## src/rtl/tlb_search_arbiter.sv

```systemverilog
// tlb_search_arbiter: shares one TLB search port between probe, data and fetch requesters.
// Ports: clock/reset (sync, active-low); req_valid/req_ready/req_data per requester;
// resp_valid/resp_ready per requester with shared resp_data; flush cancels a requester's lookup;
// tlb_busy blocks new grants; tlb_request is the registered search key, tlb_responce the TLB result.
package tlb_params;
  typedef struct packed {
    logic [18:0] vpn;
    logic        odd_page;
    logic [7:0]  asid;
  } search_request_t;
  typedef struct packed {
    logic        found;
    logic [3:0]  index;
    logic [19:0] pfn;
    logic [2:0]  cache;
    logic        dirty;
    logic        valid;
  } search_result_t;
endpackage

module tlb_search_arbiter
  import tlb_params::*;
#(
  parameter int REQ_NUM        = 3,
  parameter int RR_RESET_INDEX = 2
) (
  input  logic                                clock,
  input  logic                                reset,
  input  logic            [REQ_NUM-1:0]       req_valid,
  output logic            [REQ_NUM-1:0]       req_ready,
  input  search_request_t [REQ_NUM-1:0]       req_data,
  output logic            [REQ_NUM-1:0]       resp_valid,
  input  logic            [REQ_NUM-1:0]       resp_ready,
  output search_result_t                      resp_data,
  input  logic            [REQ_NUM-1:0]       flush,
  input  logic                                tlb_busy,
  output search_request_t                     tlb_request,
  input  search_result_t                      tlb_responce
);
  localparam int IW = $clog2(REQ_NUM);
  typedef enum logic [1:0] {IDLE, SEARCH, RESP} state_t;
  state_t          state_q, state_d;
  logic [IW-1:0]   owner_q, owner_d, rr_q, rr_d, grant;
  search_request_t req_q, req_d;
  search_result_t  res_q, res_d;
  logic [REQ_NUM-1:0] elig;
  logic            found, own_flush, handshake, accept, take;
  int              idx;
  always_comb begin
    elig      = req_valid & ~flush;
    own_flush = flush[owner_q];
    handshake = state_q == RESP && resp_ready[owner_q] && !own_flush;
    accept    = !tlb_busy && (state_q == IDLE || handshake);
    grant     = '0;
    found     = elig[0];
    idx       = 0;
    // round-robin scan over 1..REQ_NUM-1 starting at the pointer; requester 0 pre-empts the scan
    for (int k = 0; k < REQ_NUM - 1; k++) begin
      idx = (int'(rr_q) - 1 + k) % (REQ_NUM - 1) + 1;
      if (!found && elig[idx]) begin
        grant = IW'(idx);
        found = 1'b1;
      end
    end
    take       = accept && found;
    req_ready  = take ? REQ_NUM'(1) << grant : '0;
    resp_valid = state_q == RESP && !own_flush ? REQ_NUM'(1) << owner_q : '0;
    state_d    = state_q == SEARCH ? (own_flush ? IDLE : RESP)
               : state_q == RESP && (own_flush || handshake) ? IDLE : state_q;
    if (take) state_d = SEARCH;
    res_d      = state_q == SEARCH && !own_flush ? tlb_responce : res_q;
    req_d      = take ? req_data[grant] : req_q;
    owner_d    = take ? grant : owner_q;
    rr_d       = take && grant != '0 ? (grant == IW'(REQ_NUM - 1) ? IW'(1) : grant + IW'(1)) : rr_q;
  end
  always_ff @(posedge clock) begin
    if (!reset) begin
      state_q <= IDLE;
      owner_q <= '0;
      rr_q    <= IW'(RR_RESET_INDEX);
      req_q   <= '0;
      res_q   <= '0;
    end else begin
      state_q <= state_d;
      owner_q <= owner_d;
      rr_q    <= rr_d;
      req_q   <= req_d;
      res_q   <= res_d;
    end
  end
  assign tlb_request = req_q;
  assign resp_data   = res_q;
endmodule

```

## config.mk

```make
export PLATFORM = sky130hd
export DESIGN_NAME = tlb_search_arbiter
export DESIGN_NICKNAME = d
export VERILOG_FILES = /design/src/rtl/tlb_search_arbiter.sv
export SDC_FILE = /design/constraint.sdc
export NUM_CORES = 1
export LEC_CHECK = 0
export CAP_MARGIN = 20
export CORE_MARGIN = 8
export CORE_UTILIZATION = 30
export DETAILED_ROUTE_END_ITERATION = 6
export PLACE_DENSITY = 0.69
export SLEW_MARGIN = 15
export SYNTH_ARGS = -nofsm -noshare
export SYNTH_HDL_FRONTEND = slang
export SYNTH_SLANG_ARGS = --single-unit
```

## constraint.sdc

```tcl
create_clock -name clock -period 2.07 [get_ports clock]
set_input_delay 0.3105 -clock clock [delete_from_list [all_inputs] [get_ports clock]]
set_output_delay 0.3105 -clock clock [all_outputs]
set_load 0.03 [all_outputs]
```

[Word level (Yosys, flattened, before mapping)]
Index checks and enable logic that the tools add are counted.
Word-level totals
  register bits: 64
  bits of input ports: 126
  output and inout port bits: 64
  logic and storage cells: 76
Operators by class
  $add $sub $neg: 5
  magnitude comparators: 4
  eq/ne operators: 3
  shift operators: 2
  mux-type cells: 23
  bitwise logic cells: 5
  reductions and logical operators: 21
Operator list (count)
  $bmux 28 s2: 1
  $mux 28: 1
  $mux 2: 6
  $logic_and 1x1->1: 10
  $mux 1: 9
  $bmux 1 s2: 4
  $lt 3x4->1 const B: 2
  $add 2x2->3 const B: 2
  $lt 2x3->1 const B: 2
  $mux 3: 2
  $shl 1x2->3 const A: 2
  $add 3x2->4 const B: 1
  $eq 2x2->1 const B: 2
  $logic_not 1->1: 4
  $reduce_bool 2->1: 2
  $and 3x3->3: 1
  $not 3->3: 1
  $reduce_bool 3->1: 1
  $sub 2x1->3 const B: 1
  $add 2x1->2 const B: 1
  $and 1x1->1: 2
  $eq 2x1->1 const B: 1
  $logic_not 2->1: 1
  $logic_or 1x1->1: 2
  2 further kinds: 2

[Depth between registers and ports, before layout]
Gate-level depths: netlist of the first run.
  depth after elaboration: 13
  gate-level depth with buffers: 8

[Least setup slack after synthesis of the first run]
OpenSTA, ideal clock, no wires.
  path type: register -> output
  start point: register owner_q[1]
  end point: output req_ready[2]
  arrival time: 1608 ps
  data required time: 1760 ps
  path slack: 151 ps
  stages on the path, launching flop included: 8
  path buffers: 2
  path through: dfxtp_1 -> buf_2 -> or4b_4 -> nand4_2 -> o211a_4 -> buf_6 -> nand2_2 -> inv_2
On the way
  cells in the longest elaborated chain, start to end: 8
  elaborated cells on any way between the ends: 11
  classes of those cells: mux (5); reduce/logical (6)
RTL lines
  from (decl): line 43  | logic [IW-1:0] owner_q, owner_d, rr_q, rr_d, grant;
  from (signal assigned): line 85  | owner_q <= owner_d;
  $bmux 1 s2, on equally long branches: line 52, 51
  $mux 1, on equally long branches: line 52, 51
  $logic_and 1x1->1 or $logic_not 1->1 (tied branches): line 52  | handshake = state_q == RESP && resp_ready[owner_q] && !own_flush;
  $logic_and 1x1->1 *: line 52
  $logic_or 1x1->1 *: line 53  | accept = !tlb_busy && (state_q == IDLE || handshake);
  $logic_and 1x1->1 *: line 53
  $logic_and 1x1->1 *: line 65  | take = accept && found;
  $mux 3 *: line 66  | req_ready = take ? REQ_NUM'(1) << grant : '0;
  to (decl): line 30  | output logic [REQ_NUM-1:0] req_ready,
Mark *: on every way between the ends. The rest lies on a longest branch, timed or not. The select of a mux whose other input is x is not followed.

[Worst setup path in the final report of the first run]
  start point: register owner_q[0]
  end point: output req_ready[2]
Same word-level chain as after synthesis.

==> metrics.md, run 1 <==
| Metric | Value |
|---|---|
| Area Overhead vs Synth | `82.4%` |
| Tightest Pin Transition | `0.527 ns` |
| Yosys top cell by area | `dfxtp_1` |
| Avg WL per Cell | `16.7 um` |
| Global-route wire length before repair | `16600 um` |
| Critical Path Start Type | `flip-flop` |
| Via-per-instance ratio | `about 5` |
| Worst-path clk slew | `0.07 ns` |
| Gr ovfl total | `0` |
| Hold path start | `reset` |
| Max Slew Vio Count | `0` |
| Detail Route Antenna Nets | `0` |
| Final nets | `629` |
| DP Cell Count | `~600` |
| Post-synth ARST share | `0%` |
| # fillers | `840` |
| DIE HEIGHT | `113 um` |
| Mean Syn Cell Area | `9.03 um^2` |
| TritonCTS Buffers | `9` |
| Row Count | `35` |
| Pleak | `1.83 nW` |
| Share of cells above drive strength 1 | `13.6%` |
| Starting DRT DRC Count | `approximately 240` |
| Final instance area | `around 5200 um^2` |
| Distinct cell type count after synthesis | `39` |
| Pre-antenna DRT Iters | `5` |
| Placed cell area | `4850 um^2` |
| Diodes inserted | `0` |
| R2R Setup Slk | `0.17 ns` |
| Unrepaired setup endpoints after global routing | `true` |
| Final Skew | `0.00730 ns` |
| # clock sinks | `64` |
| Worst slack, placed | `-0.166 ns` |
| WP data required | `approximately 1.8 ns` |
| Clock Latency Late Sink | `0.33 ns` |
| Detailed-route via count | `3133` |
| Critical Path AT | `1.76 ns` |
| Top cells by area, synth | `dfxtp_1, a222oi_1, a21boi_0` |
| Worst hold stages | `2` |
| CP Max Fanout | `4` |
| Final Util | `56.2%` |
| Reg2Reg Depth | `7` |
| RR Startpoint | `owner_q[0]` |
| Mapped Area | `2840 um^2` |
| H-tree lvl count | `3` |
| Critical setup path kind | `flip-flop to primary output` |
| Highest Clock Rate | `482 MHz` |
| Top cell type's share of synthesized area | `between 40 and 50%` |
| Hold EP | `rr_q[1]` |
| Warning count from the yosys run | `0` |
| Peak supply drop | `352 uV` |
| Tcrit/Tclk final | `100%` |
| Core area | `9200 um^2` |
| Primary FF master, synth | `dfxtp_1` |
| Number of global-route vias before repair | `between 3000 and 4000` |
| Min Hold Slack | `0.441 ns` |
| Total wire length | `10400 um` |
| Die Area | `12800 um^2` |
| Maxcap violations | `0` |
| Violated checks | `negative setup slack` |
| Tot GR Track Use | `between 15 and 20%` |
| Final Hold Fails | `0` |
| PD cells | `645 nW/um^2` |
| DR DRC count | `0` |
| Endpoint type of the worst setup path | `primary output` |
| Ports | `190` |
| R2R Path End | `tlb_request[4]` |
| Rel. slew slack | `64.9%` |
| Largest net degree at the start of global routing | `57` |
| Initial Util | `30.8%` |
| Clk root buf | `clkbuf_8` |
| #FFs+latches synth | `between 60 and 70` |
| Post-Syn Nets | `between 400 and 500` |
| Final WS setup | `-0.00345 ns` |
| Die Width | `around 110 um` |
| Port Buffers | `189` |
| Routability Congestion | `a little over 0.7` |
| Outcome | `finished, violations left` |
| Post-synth EDFFs | `0` |
| Worst hold-check path type | `input pin to flip-flop` |
| Initial antenna violation count | `0` |
| Final Critical Period | `2.07 ns` |
| Register area share after synthesis | `between 40% and 50%` |
| Post-route insts no fill | `between 600 and 700` |
| Cell count after synthesis | `314` |
| CTS tree | `done` |
| DP HPWL | `7970 um` |
| Max Root-Sink Buffers | `2` |
| Final setup violation count | `2` |
how the worst max path moves through the flow:
stage / startpoint / to / cells after the start
2_1_floorplan: owner_q[1] / req_ready[2] / 7
3_3_place_gp: flush[0] / tlb_request[0] / 6
3_5_place_dp: flush[0] / tlb_request[14] / 6
4_1_cts: owner_q[0] / req_ready[2] / 6
5_1_grt: owner_q[1] / req_ready[2] / 6
6_report: owner_q[0] / req_ready[2] / 6
cell type report:
cell class	count	area (um^2)	share of cell area (%)
repair buffers	208	2080	40.2
multi-input cells	217	1440	27.8
flip-flops and latches	64	1290	24.9
clock buffers	14	183	3.53
well taps	111	139	2.69
clock inverters	2	35.0	0.677
inverters	3	11.3	0.218
cell usage after synthesis, types with 2 or more instances:
master,number
nor2b_1,3
buf_2,7
nand2_1,62
o21ai_2,2
a222oi_1,28
nor4_1,2
a21oi_2,12
mux2i_1,2
a21oi_1,17
a21boi_1,2
buf_6,4
dfxtp_1,64
clkbuf_1,16
o21ai_1,28
nor4b_1,2
nand2b_1,6
nor2_1,3
a21boi_0,32
inv_1,2
stage by stage:
| stage | power (mW) | TNS, ns |
|---|---|---|
| after floorplan | 1.76 | 0 |
| after CTS | 3.38 | -0.0757 |
| after detailed placement | 2.22 | -3.81 |
| after global placement | 2.20 | -2.23 |
| final | 3.33 | -0.00423 |
| after global routing | 3.50 | -0.170 |
report_power, final:
group,switching (mW),total [mW],internal (mW),leakage (nW)
registers,0.0418,1.34,1.30,0.524
logic,0.397,0.853,0.456,1.20
clock network,0.451,1.14,0.687,0.113
total,0.890,3.33,2.45,1.83
cell usage in the layout, fill, tap and decap left out, types with 2 or more instances in the layout:
master           instances
a21boi_0                32
nor4b_1                  2
buf_6                    4
clkbuf_8                13
nor2b_1                  3
buf_12                   4
dfxtp_1                 62
a222oi_1                28
dlygate4sd2_1            3
inv_2                    2
a21oi_1                 17
mux2i_1                  2
o21ai_2                  2
nor2_1                   3
o21ai_1                 28
buf_4                   17
a21boi_1                 2
a21oi_2                 12
nand2_1                 62
nand2b_1                 6
clkdlybuf4s50_1        178
kinds of logic (layout without fill, tap and decap cells):
logic type             after synthesis  in the layout  synth area share (%)
AO/OA/AOI/OAI                      126            126                  32.8
flip-flops                          64             64                  45.2
AND/OR/NAND/NOR                     89             89                  15.1
buffers and inverters               33            227                  6.26
multiplexers                         2              2                 0.706
worst max-delay path, stage by stage, from the launching register on:
cell and delay, ns:
dfxtp_4 0.35, or4bb_4 0.55, nand4_4 0.12, o211a_4 0.17, nand2_4 0.05, inv_2 0.07
buf_6 0.12
per-layer routing:
layer	routed length [um]	GRT usage, %	vias to the layer above
met3	1290	8.52	9
met1	4230	17.0	1420
li1	-	-	1542
met5	0	0	-
met4	110	6.13	0
met2	4730	26.3	162
flip-flops by register name (all words and copies together) (netlist names):
signal and cells:
owner_q 2, resp_data 30, rr_q 2, state_q 2, tlb_request 28
what timing repair did:
item | in CTS | in global routing
buffers inserted | 5 | 0
hold buffers | 0 | 0
endpoints found under the setup margin | 3 | 4
pin swaps | 2 | 2
gates resized for setup | 17 | 2
Note: power is estimated with default switching activity, not from simulation.
==> inputs of run 2 (changes only) <==
PLACE_DENSITY = 0.78   (was 0.69)
clock period = 1.9 ns   (was 2.07 ns; I/O delays follow)
==> run 2 against run 1 <==
  * The run still ends with negative setup slack left
  * Worst setup slack got worse by 0.13 ns
  * First-iteration DRC count fell by 0.85%
  * Total power rose by 2.1%
  * Die area did not move
  * Hold slack got worse by 0.0094 ns
  * Clock skew rose by 0.0038 ns
  * Largest cell class unchanged
  * Highest routed layer unchanged
==> metrics.md, run 2 (synthesis results as in run 1) <==
| Metric | Value |
|---|---|
| Violated checks | `negative setup slack` |
| Via-per-instance ratio | `5.17 (+2.2%)` |
| Port Buffers | `189 (unchanged)` |
| Clock Latency Late Sink | `0.34 ns (about the same)` |
| Met1 Usage GRT | `17.8% (+0.87 points)` |
| Worst-path clk slew | `0.07 ns (about the same)` |
| Largest net degree at the start of global routing | `57 (unchanged)` |
| Rel. slew slack | `68.8% (+3.9 points)` |
| Critical setup path kind | `flip-flop to primary output` |
| Highest Clock Rate | `493 MHz` |
| Clk root buf | `clkbuf_8` |
| PD cells | `655 nW/um^2 (+1.5%)` |
| Outcome | `finished, violations left` |
| # clock sinks | `64 (unchanged)` |
| Number of global-route vias before repair | `3309 (+0.42%)` |
| Met3 GRT Util | `6.92% (-1.6 points)` |
| DIE HEIGHT | `113 um (unchanged)` |
| Final Hold Fails | `0 (unchanged)` |
| TritonCTS Buffers | `9 (unchanged)` |
| Maxcap violations | `0 (unchanged)` |
| Pre-antenna DRT Iters | `5 (unchanged)` |
| Final Critical Period | `about 2.0 ns` |
| Pleak | `1.84 nW (+0.55%)` |
| Avg WL per Cell | `17.3 um (+3.6%)` |
| Routability Congestion | `0.809 (+12%)` |
| Detail Route Antenna Nets | `0 (unchanged)` |
| Share of cells above drive strength 1 | `14.2% (+0.65 points)` |
| Initial antenna violation count | `0 (unchanged)` |
| Final WS setup | `-0.129 ns (-0.126 ns)` |
| Min Hold Slack | `0.432 ns (-0.00935 ns)` |
| Ports | `190 (unchanged)` |
| H-tree lvl count | `3 (unchanged)` |
| Initial Util | `30.8% (unchanged)` |
| Most frequent cells in the layout | `clkdlybuf4s50_1, nand2_1, dfxtp_1` |
| WP data required | `1.62 ns (-0.14 ns)` |
| Tightest Pin Transition | `0.468 ns (-0.0589 ns)` |
| Max Slew Vio Count | `0 (unchanged)` |
| Diodes inserted | `0 (unchanged)` |
| Total wire length | `10800 um (+4.5%)` |
| DR DRC count | `0 (unchanged)` |
| Global-route wire length before repair | `16300 um (-1.5%)` |
| Area Overhead vs Synth | `83.4%` |
| Die Width | `113 um (unchanged)` |
| Detailed-route via count | `3227 (+3.0%)` |
| Critical Path AT | `1.74 ns (-0.02 ns)` |
| CTS tree | `done` |
| Critical Path Start Type | `flip-flop` |
| Final Skew | `0.0111 ns (+0.00380 ns)` |
| DP HPWL | `7780 um (-2.4%)` |
| Unrepaired setup endpoints after global routing | `true` |
| R2R Setup Slk | `0.09 ns (-0.08 ns)` |
| Max Root-Sink Buffers | `2 (unchanged)` |
| Endpoint type of the worst setup path | `primary output` |
| Final nets | `635 (+0.95%)` |
| Core area | `9200 um^2 (unchanged)` |
| Gr ovfl total | `0 (unchanged)` |
| CP Max Fanout | `4 (unchanged)` |
| Peak supply drop | `332 uV (-5.8%)` |
| Tcrit/Tclk final | `107%` |
| Most common cell after layout, fill and taps aside | `clkdlybuf4s50_1` |
| Tot GR Track Use | `15.8% (-0.23 points)` |
| Worst hold-check path type | `input pin to flip-flop` |
| Final setup violation count | `3 (+1)` |
| Hold Buf Count CTS | `0 (unchanged)` |
| Largest register FFs | `30 (unchanged)` |
| Met2 global-route usage | `25.5% (-0.79 points)` |
| # fillers | `815 (-3.0%)` |
| Most Used Layer, Global Route | `met2` |
| Starting DRT DRC Count | `234 (-0.85%)` |
| Die Area | `12800 um^2 (unchanged)` |
| Setup TNS | `-0.356 ns (-0.352 ns)` |
| Row Count | `35 (unchanged)` |
run 2: changes by cell type in the layout (fill, tap and decap cells not counted), sizes merged:
cell	delta
buf	+4
clkbuf	-1
clkinvlp	+1
clkinv	+2
bufinv	-1
run 2: worst paths after layout:
path,to,startpoint,cells past startpoint
setup / recovery,req_ready[0],owner_q[0],5
hold / removal,state_q[1],resp_ready[0],4
setup reg to reg,tlb_request[26],owner_q[0],7
hold reg to reg,resp_data[24],resp_data[24],2
run 2: layout make-up:
type	instances	area, um^2	area share (%)
sequential	64	1290	24.8
clock inverter	4	22.5	0.433
inverter	3	11.3	0.217
timing repair buffer	214	2190	42.1
multi-input combinational	217	1420	27.3
tap	111	139	2.67
clock buffer	11	131	2.53
run 2: where the power goes:
group | switching, mW | internal (mW) | total [mW]
clock network | 0.510 | 0.460 | 0.970
registers | 0.0435 | 1.42 | 1.46
logic | 0.447 | 0.526 | 0.973
run 2: layer usage:
layer  wire length (um)  part of all wire [%]
met5                  0                     0
met4                163                   1.5
met3               1170                    11
met2               5010                    46
met1               4470                    41
run 2: stage by stage:
step                area [um^2]  util [%]  worst slack, ns  total power, mW  instances
floorplan                  2840         -          0.00699             1.92        314
global placement           4900      53.3           -0.237             2.41        602
detailed placement         4900      53.3           -0.290             2.42        602
CTS                        5130      55.8           -0.167             3.40        621
global route               5200      56.6           -0.193             3.57        624
finish                     5200      56.6           -0.129             3.40        624
run 2: worst max-delay path: stages (launching register included):
cell	delay, ns
dfxtp_4	0.35
or4b_4	0.54
nand4_4	0.12
buf_6	0.11
and3_4	0.17
buf_6	0.12
run 2: timing repair:
| item | in CTS | in global routing |
|---|---|---|
| setup buffers | 4 | 1 |
| cloned | 0 | 2 |
| resized for setup | 16 | 3 |
| pin swaps | 2 | 3 |
| endpoints found under the setup margin | 3 | 54 |
==> inputs of run 3 (changes only) <==
SLEW_MARGIN = unset   (was 15)
==> results of run 3 <==
Final layout, timing and power as in run 2 (identical DEF).
